### src/rtl/alu_shift_pkg.sv
// Shared types and helpers for the sliced shift/rotate unit.
package alu_shift_pkg;

  typedef enum logic [2:0] {
    OP_RLC  = 3'd0,
    OP_RRC  = 3'd1,
    OP_RL   = 3'd2,
    OP_RR   = 3'd3,
    OP_SLA  = 3'd4,
    OP_SRA  = 3'd5,
    OP_SRL  = 3'd6,
    OP_SWAP = 3'd7
  } shift_op_t;

  typedef enum logic {
    ST_IDLE = 1'b0,
    ST_RUN  = 1'b1
  } state_t;

  // Left modes walk the slices LSB-first; everything else (including SWAP) MSB-first.
  function automatic logic is_left(shift_op_t op);
    return (op == OP_RLC) || (op == OP_RL) || (op == OP_SLA);
  endfunction

  // Link bit entering the first slice; msb/lsb are the operand's end bits.
  function automatic logic init_link(shift_op_t op, logic msb, logic lsb, logic cin);
    case (op)
      OP_RLC, OP_SRA: return msb;
      OP_RRC:         return lsb;
      OP_RL, OP_RR:   return cin;
      default:        return 1'b0;
    endcase
  endfunction

endpackage

### src/rtl/shift_slice.sv
// Combinational one-slice shifter: shifts SLICE bits by one, link bit in and out.
module shift_slice #(
  parameter int SLICE = 4
) (
  input  logic [SLICE-1:0] s,
  input  logic             link,
  input  logic             dir,       // 1 = left, 0 = right
  output logic [SLICE-1:0] out,
  output logic             link_next
);

  generate
    if (SLICE == 1) begin : g_bit
      assign out       = link;
      assign link_next = s[0];
    end else begin : g_vec
      assign out       = dir ? {s[SLICE-2:0], link} : {link, s[SLICE-1:1]};
      assign link_next = dir ? s[SLICE-1] : s[0];
    end
  endgenerate

endmodule

### src/rtl/alu_shift_seq.sv
// Multi-cycle shift/rotate unit: one SLICE per clock, link bit carried between
// slices, result and flags published with a one-cycle done pulse.
module alu_shift_seq
  import alu_shift_pkg::*;
#(
  parameter int WIDTH = 8,
  parameter int SLICE = 4
) (
  input  logic             clk,
  input  logic             reset,
  input  logic             start,
  input  logic [2:0]       op,
  input  logic [WIDTH-1:0] operand,
  input  logic             cin,
  output logic             busy,
  output logic             done,
  output logic [WIDTH-1:0] result,
  output logic             link,
  output logic             flag_z,
  output logic             flag_c,
  output logic             flag_h,
  output logic             flag_n
);

  localparam int NSLICE = WIDTH / SLICE;
  localparam int CW     = (NSLICE > 1) ? $clog2(NSLICE) : 1;
  localparam logic [CW-1:0] LAST = CW'(NSLICE - 1);

  typedef logic [NSLICE-1:0][SLICE-1:0] slices_t;

  state_t           state_q, state_d;
  logic [CW-1:0]    cnt_q;
  shift_op_t        op_q;
  logic [WIDTH-1:0] opnd_q;
  slices_t          work_q, work_d;
  logic             link_q, link_d;

  logic             accept, last, left, is_swap, c_d;
  logic [CW-1:0]    sidx;
  slices_t          opnd_sl, swap_sl;
  logic [SLICE-1:0] sl_out;
  logic             sl_link;

  assign accept  = start && (state_q == ST_IDLE);
  assign last    = (state_q == ST_RUN) && (cnt_q == LAST);
  assign left    = is_left(op_q);
  assign is_swap = (op_q == OP_SWAP);
  assign sidx    = left ? cnt_q : (LAST - cnt_q);
  assign opnd_sl = opnd_q;
  assign swap_sl = {opnd_q[WIDTH/2-1:0], opnd_q[WIDTH-1:WIDTH/2]};
  assign c_d     = left ? opnd_q[WIDTH-1] : (is_swap ? 1'b0 : opnd_q[0]);

  shift_slice #(.SLICE(SLICE)) u_slice (
    .s         (opnd_sl[sidx]),
    .link      (link_q),
    .dir       (left),
    .out       (sl_out),
    .link_next (sl_link)
  );

  // NOTE: every always_comb output gets a default first so no path can infer a latch.
  always_comb begin
    state_d = state_q;
    case (state_q)
      ST_IDLE: if (accept) state_d = ST_RUN;
      ST_RUN:  if (cnt_q == LAST) state_d = ST_IDLE;
      default: state_d = ST_IDLE;
    endcase
  end

  // SWAP is a plain slice copy and leaves the link untouched.
  always_comb begin
    work_d       = work_q;
    work_d[sidx] = is_swap ? swap_sl[sidx] : sl_out;
    link_d       = is_swap ? link_q : sl_link;
  end

  // NOTE: sequential state uses non-blocking assignments so every register
  // samples pre-edge values regardless of statement order.
  always_ff @(posedge clk) begin
    if (reset) state_q <= ST_IDLE;
    else       state_q <= state_d;
  end

  always_ff @(posedge clk) begin
    if (reset) begin
      cnt_q  <= '0;
      done   <= 1'b0;
      result <= '0;
      link_q <= 1'b0;
      flag_z <= 1'b0;
      flag_c <= 1'b0;
    end else begin
      done <= last;
      if (accept) begin
        cnt_q  <= '0;
        link_q <= init_link(shift_op_t'(op), operand[WIDTH-1], operand[0], cin);
      end else if (state_q == ST_RUN) begin
        cnt_q  <= cnt_q + 1'b1;
        link_q <= link_d;
      end
      if (last) begin
        result <= work_d;
        flag_z <= (work_d == '0);
        flag_c <= c_d;
      end
    end
  end

  // NOTE: operand/op/work registers are deliberately not reset: they are
  // always loaded before being read, so a reset would only add fan-out.
  always_ff @(posedge clk) begin
    if (accept) begin
      op_q   <= shift_op_t'(op);
      opnd_q <= operand;
    end
    if (state_q == ST_RUN) work_q <= work_d;
  end

  assign busy   = (state_q == ST_RUN);
  assign link   = link_q;
  assign flag_h = 1'b0;
  assign flag_n = 1'b0;

endmodule

### config.mk
export PLATFORM = sky130hd
export DESIGN_NAME = alu_shift_seq
export DESIGN_NICKNAME = d
export VERILOG_FILES = /design/src/rtl/alu_shift_pkg.sv /design/src/rtl/shift_slice.sv /design/src/rtl/alu_shift_seq.sv
export SDC_FILE = /design/constraint.sdc
export NUM_CORES = 1
export LEC_CHECK = 0
export CAP_MARGIN = 10
export CORE_UTILIZATION = 31
export CTS_CLUSTER_SIZE = 24
export DETAILED_ROUTE_END_ITERATION = 16
export PLACE_DENSITY_LB_ADDON = 0.3
export SLEW_MARGIN = 20
export SYNTH_ARGS = -nofsm -noshare
export SYNTH_HDL_FRONTEND = slang
export SYNTH_SLANG_ARGS = --single-unit
export TNS_END_PERCENT = 10
### constraint.sdc
create_clock -name clk -period 3.4 [get_ports clk]
set_input_delay 0.34 -clock clk [delete_from_list [all_inputs] [get_ports clk]]
set_output_delay 0.34 -clock clk [all_outputs]
set_load 0.01 [all_outputs]
==> impl_metrics.json <==
{
  "outcome": "finished, final reports clean",
  "synth_compound_area_frac": 0.147,
  "drive_gt1_frac": 0.123,
  "synth-adder-area-share": 0,
  "vias_per_cell": 4.70,
  "crit_family": "flip-flops",
  "clockRootBuffer": "clkbuf_8",
  "synthFlopType": "edfxtp_1",
  "ir_drop_v": 0.000199,
  "fin_cells": 229,
  "cts_setup_buffers": 0,
  "p_leak_uw": 0.000705,
  "rows": 25,
  "worstMarginPinSlew_ns": 0.757,
  "die_h_um": 72.6,
  "utilization": 0.409,
  "cellPowerDensity_nw_per_um2": 472,
  "grt_pass1_vias": 1069,
  "placed_cells_incl_taps": 221,
  "hpwlAfterDp_um": 2230,
  "synthArstFlopShare": 0,
  "cts_tree": "done",
  "drv_cap": 0,
  "insertion_delay_ns": 0.28,
  "port_buffers": 27,
  "slew_headroom": 0.495,
  "ios": 30,
  "clk_pin_slew_worst_paths_ns": 0.06,
  "antenna_found_initial": 0,
  "ys_seq_elements": 33,
  "synth_edf_count": 19,
  "finalHoldViolCount": 0,
  "p_clk_frac": 0.324,
  "yosys.area_share.simple": 0.138,
  "drt-total-wl_um": 3110,
  "p_int_uw": 690,
  "first_pass_iters": 4,
  "netlist_instances": 133,
  "finalCriticalPeriod_ns": 2.06,
  "drv_slew": 0,
  "start_util": 0.325,
  "cp_cell_sequence": "clkdlybuf4s50_1",
  "synth.distinct_cells": 41,
  "syn_avg_cell_area_um2": 11.6,
  "synthMuxAreaShare": 0.0987,
  "crit_arrival_ns": 1.72,
  "synth-xor-area-share": 0.0267,
  "required_ns": 3.06,
  "grt_max_degree": 18,
  "p_sw_uw": 228,
  "fin_worst_skew_ns": 0.00810,
  "num_antenna_cells": 0,
  "worst_setup_path_start_kind": "flip-flop",
  "clockBufferDepth": 2,
  "area_delta_synth_final_pct": 25.7,
  "via_count": 1076,
  "crit_fanout": 17,
  "setup_viol": 0,
  "path_class": "flip-flop to output pin",
  "coreArea_um2": 4750,
  "fin_area_um2": 1940,
  "endpoint_kind": "output pin",
  "hold_buffers": 0,
  "track_usage": 0.128,
  "crit_buf_inv": 1,
  "overflow": 0,
  "drc": 0,
  "drt_iter0_markers": 53,
  "ys_warn_count": 0,
  "syn_area_um2": 1550,
  "p_comb_frac": 0.148,
  "cts_resized": 0,
  "wl_per_cell_um": 13.6,
  "postRouteAntennaNets": 0,
  "dpl_cell_area_um2": 1850,
  "cts_sinks": 33,
  "hold_class": "flip-flop to flip-flop",
  "pwr-share-seq": 0.528,
  "finalNetCount": 176,
  "fp.dieW_um": 72.6,
  "gp_congestion": 0.729,
  "die_area_um2": 5280,
  "setup_tns_ns": 0,
  "max_freq_mhz": 486,
  "cp_slowest_cell": "dfxtp_1",
  "rsz0062_at_grt": "false",
  "synth_top_family_by_area": "compound AO/OA/AOI/OAI gates",
  "cts_buffers": 5,
  "grt_pass1_wl_um": 5080,
  "htreeDepth": 2,
  "finalCritPeriodShare": 0.606,
  "ys_seq_area_frac": 0.550,
  "switching_share": 0.248,
  "critPathMaxStageDelay_ns": 0.77
}
[state kept, by name (all words and copies together), names as in the netlist]
register / flops
opnd_q: 8
result: 8
work_q: 8
op_q: 3
busy: 1
cnt_q: 1
done: 1
flag_c: 1
flag_z: 1
link: 1
[metal layers]
metal	global-route usage	wire (µm)
met5	0	0
met1	0.156	1450
met4	0.0545	51
met2	0.210	1490
met3	0.0387	124
[layout make-up]
class | instances | area [µm²]
Clock buffer | 8 | 90.1
Fill cell | 485 | 2810
Inverter | 2 | 7.51
Multi-Input combinational cell | 92 | 642
Sequential cell | 33 | 851
Tap cell | 67 | 83.8
Timing Repair Buffer | 27 | 270
[synthesized netlist by cell type, types with 2 or more instances]
library cell | number | share of area
mux2i_1 | 7 | 0.045
a21o_1 | 4 | 0.019
nand3_1 | 3 | 0.0097
o21a_1 | 6 | 0.029
buf_4 | 3 | 0.015
a21oi_1 | 3 | 0.0097
clkbuf_1 | 2 | 0.0049
nor3b_1 | 4 | 0.019
nand2b_1 | 2 | 0.0081
dfxtp_1 | 14 | 0.18
o21ai_1 | 6 | 0.019
a22oi_1 | 4 | 0.019
mux2_2 | 6 | 0.044
nand2_1 | 9 | 0.022
nor2_1 | 13 | 0.032
o21ai_0 | 3 | 0.0097
inv_1 | 2 | 0.0049
edfxtp_1 | 19 | 0.37
[power groups by stage]
stage               Sequential (µW)  Clock, µW  Combinational, µW
floorplan                       482          0               97.4
global placement                491          0                133
detailed placement              493          0                137
CTS                             484        304                137
global route                    489        320                149
finish                          485        297                136
[stage by stage]
| stage | setup slack (ns) | hold WS [ns] | power [µW] |
|---|---|---|---|
| final | 1.34 | 0.509 | 918 |
| after global routing | 1.19 | 0.536 | 958 |
| after CTS | 1.31 | 0.500 | 926 |
| after detailed placement | 1.30 | 0.489 | 630 |
| after global placement | 1.40 | 0.498 | 624 |
| after floorplan | 1.71 | 0.439 | 579 |
[cells by family after synthesis]
| family | after synthesis |
|---|---|
| xor gates and xnor gates | 3 |
| other | 1 |
| AOI/OAI and AO/OA | 32 |
| buffers and inverters | 9 |
| muxes | 14 |
| DFF | 33 |
| and+or+nand+nor | 41 |
[placed cells by master (no fill, tap or decap)]
master	synthesis	routed
nor3b_1	4	4
nand2_2	1	1
nor3_1	1	1
nand2_1	9	9
dfxtp_1	14	14
o221ai_1	1	1
nand4b_1	1	1
nor4_1	1	1
and3_1	1	1
nor2_1	13	13
o31ai_1	1	1
nand2_4	1	1
xor2_2	1	1
or2_2	1	1
mux2_4	1	1
edfxtp_1	19	19
clkbuf_1	2	2
a22oi_1	4	4
o21a_1	6	6
nand3b_1	1	1
nand3_1	3	3
mux2i_1	7	7
xor2_1	1	1
a21o_1	4	4
o21ai_1	6	6
nand2b_1	2	2
a311oi_1	1	1
o21ai_0	3	3
a21oi_4	1	1
mux2_2	6	6
o22ai_1	1	1
clkbuf_8	0	6
a21oi_1	3	3
nor4b_1	1	1
clkdlybuf4s50_1	0	27
xnor2_2	1	1
inv_1	2	2
a221oi_2	1	1
and2_1	1	1
conb_1	1	2
[worst paths after layout]
check | startpoint | end | slack, ns | cells past startpoint
hold reg to reg | flag_z$_SDFFE_PP0P_ | flag_z$_SDFFE_PP0P_ | 0.51 | 2
setup reg to reg | cnt_q$_SDFFE_PP0P_ | result[1]$_SDFFE_PP0P_ | 1.40 | 4
setup / recovery | busy$_SDFF_PP0_ | busy | 1.34 | 1
hold / removal | flag_z$_SDFFE_PP0P_ | flag_z$_SDFFE_PP0P_ | 0.51 | 2
(Power assumes the default switching activity.)
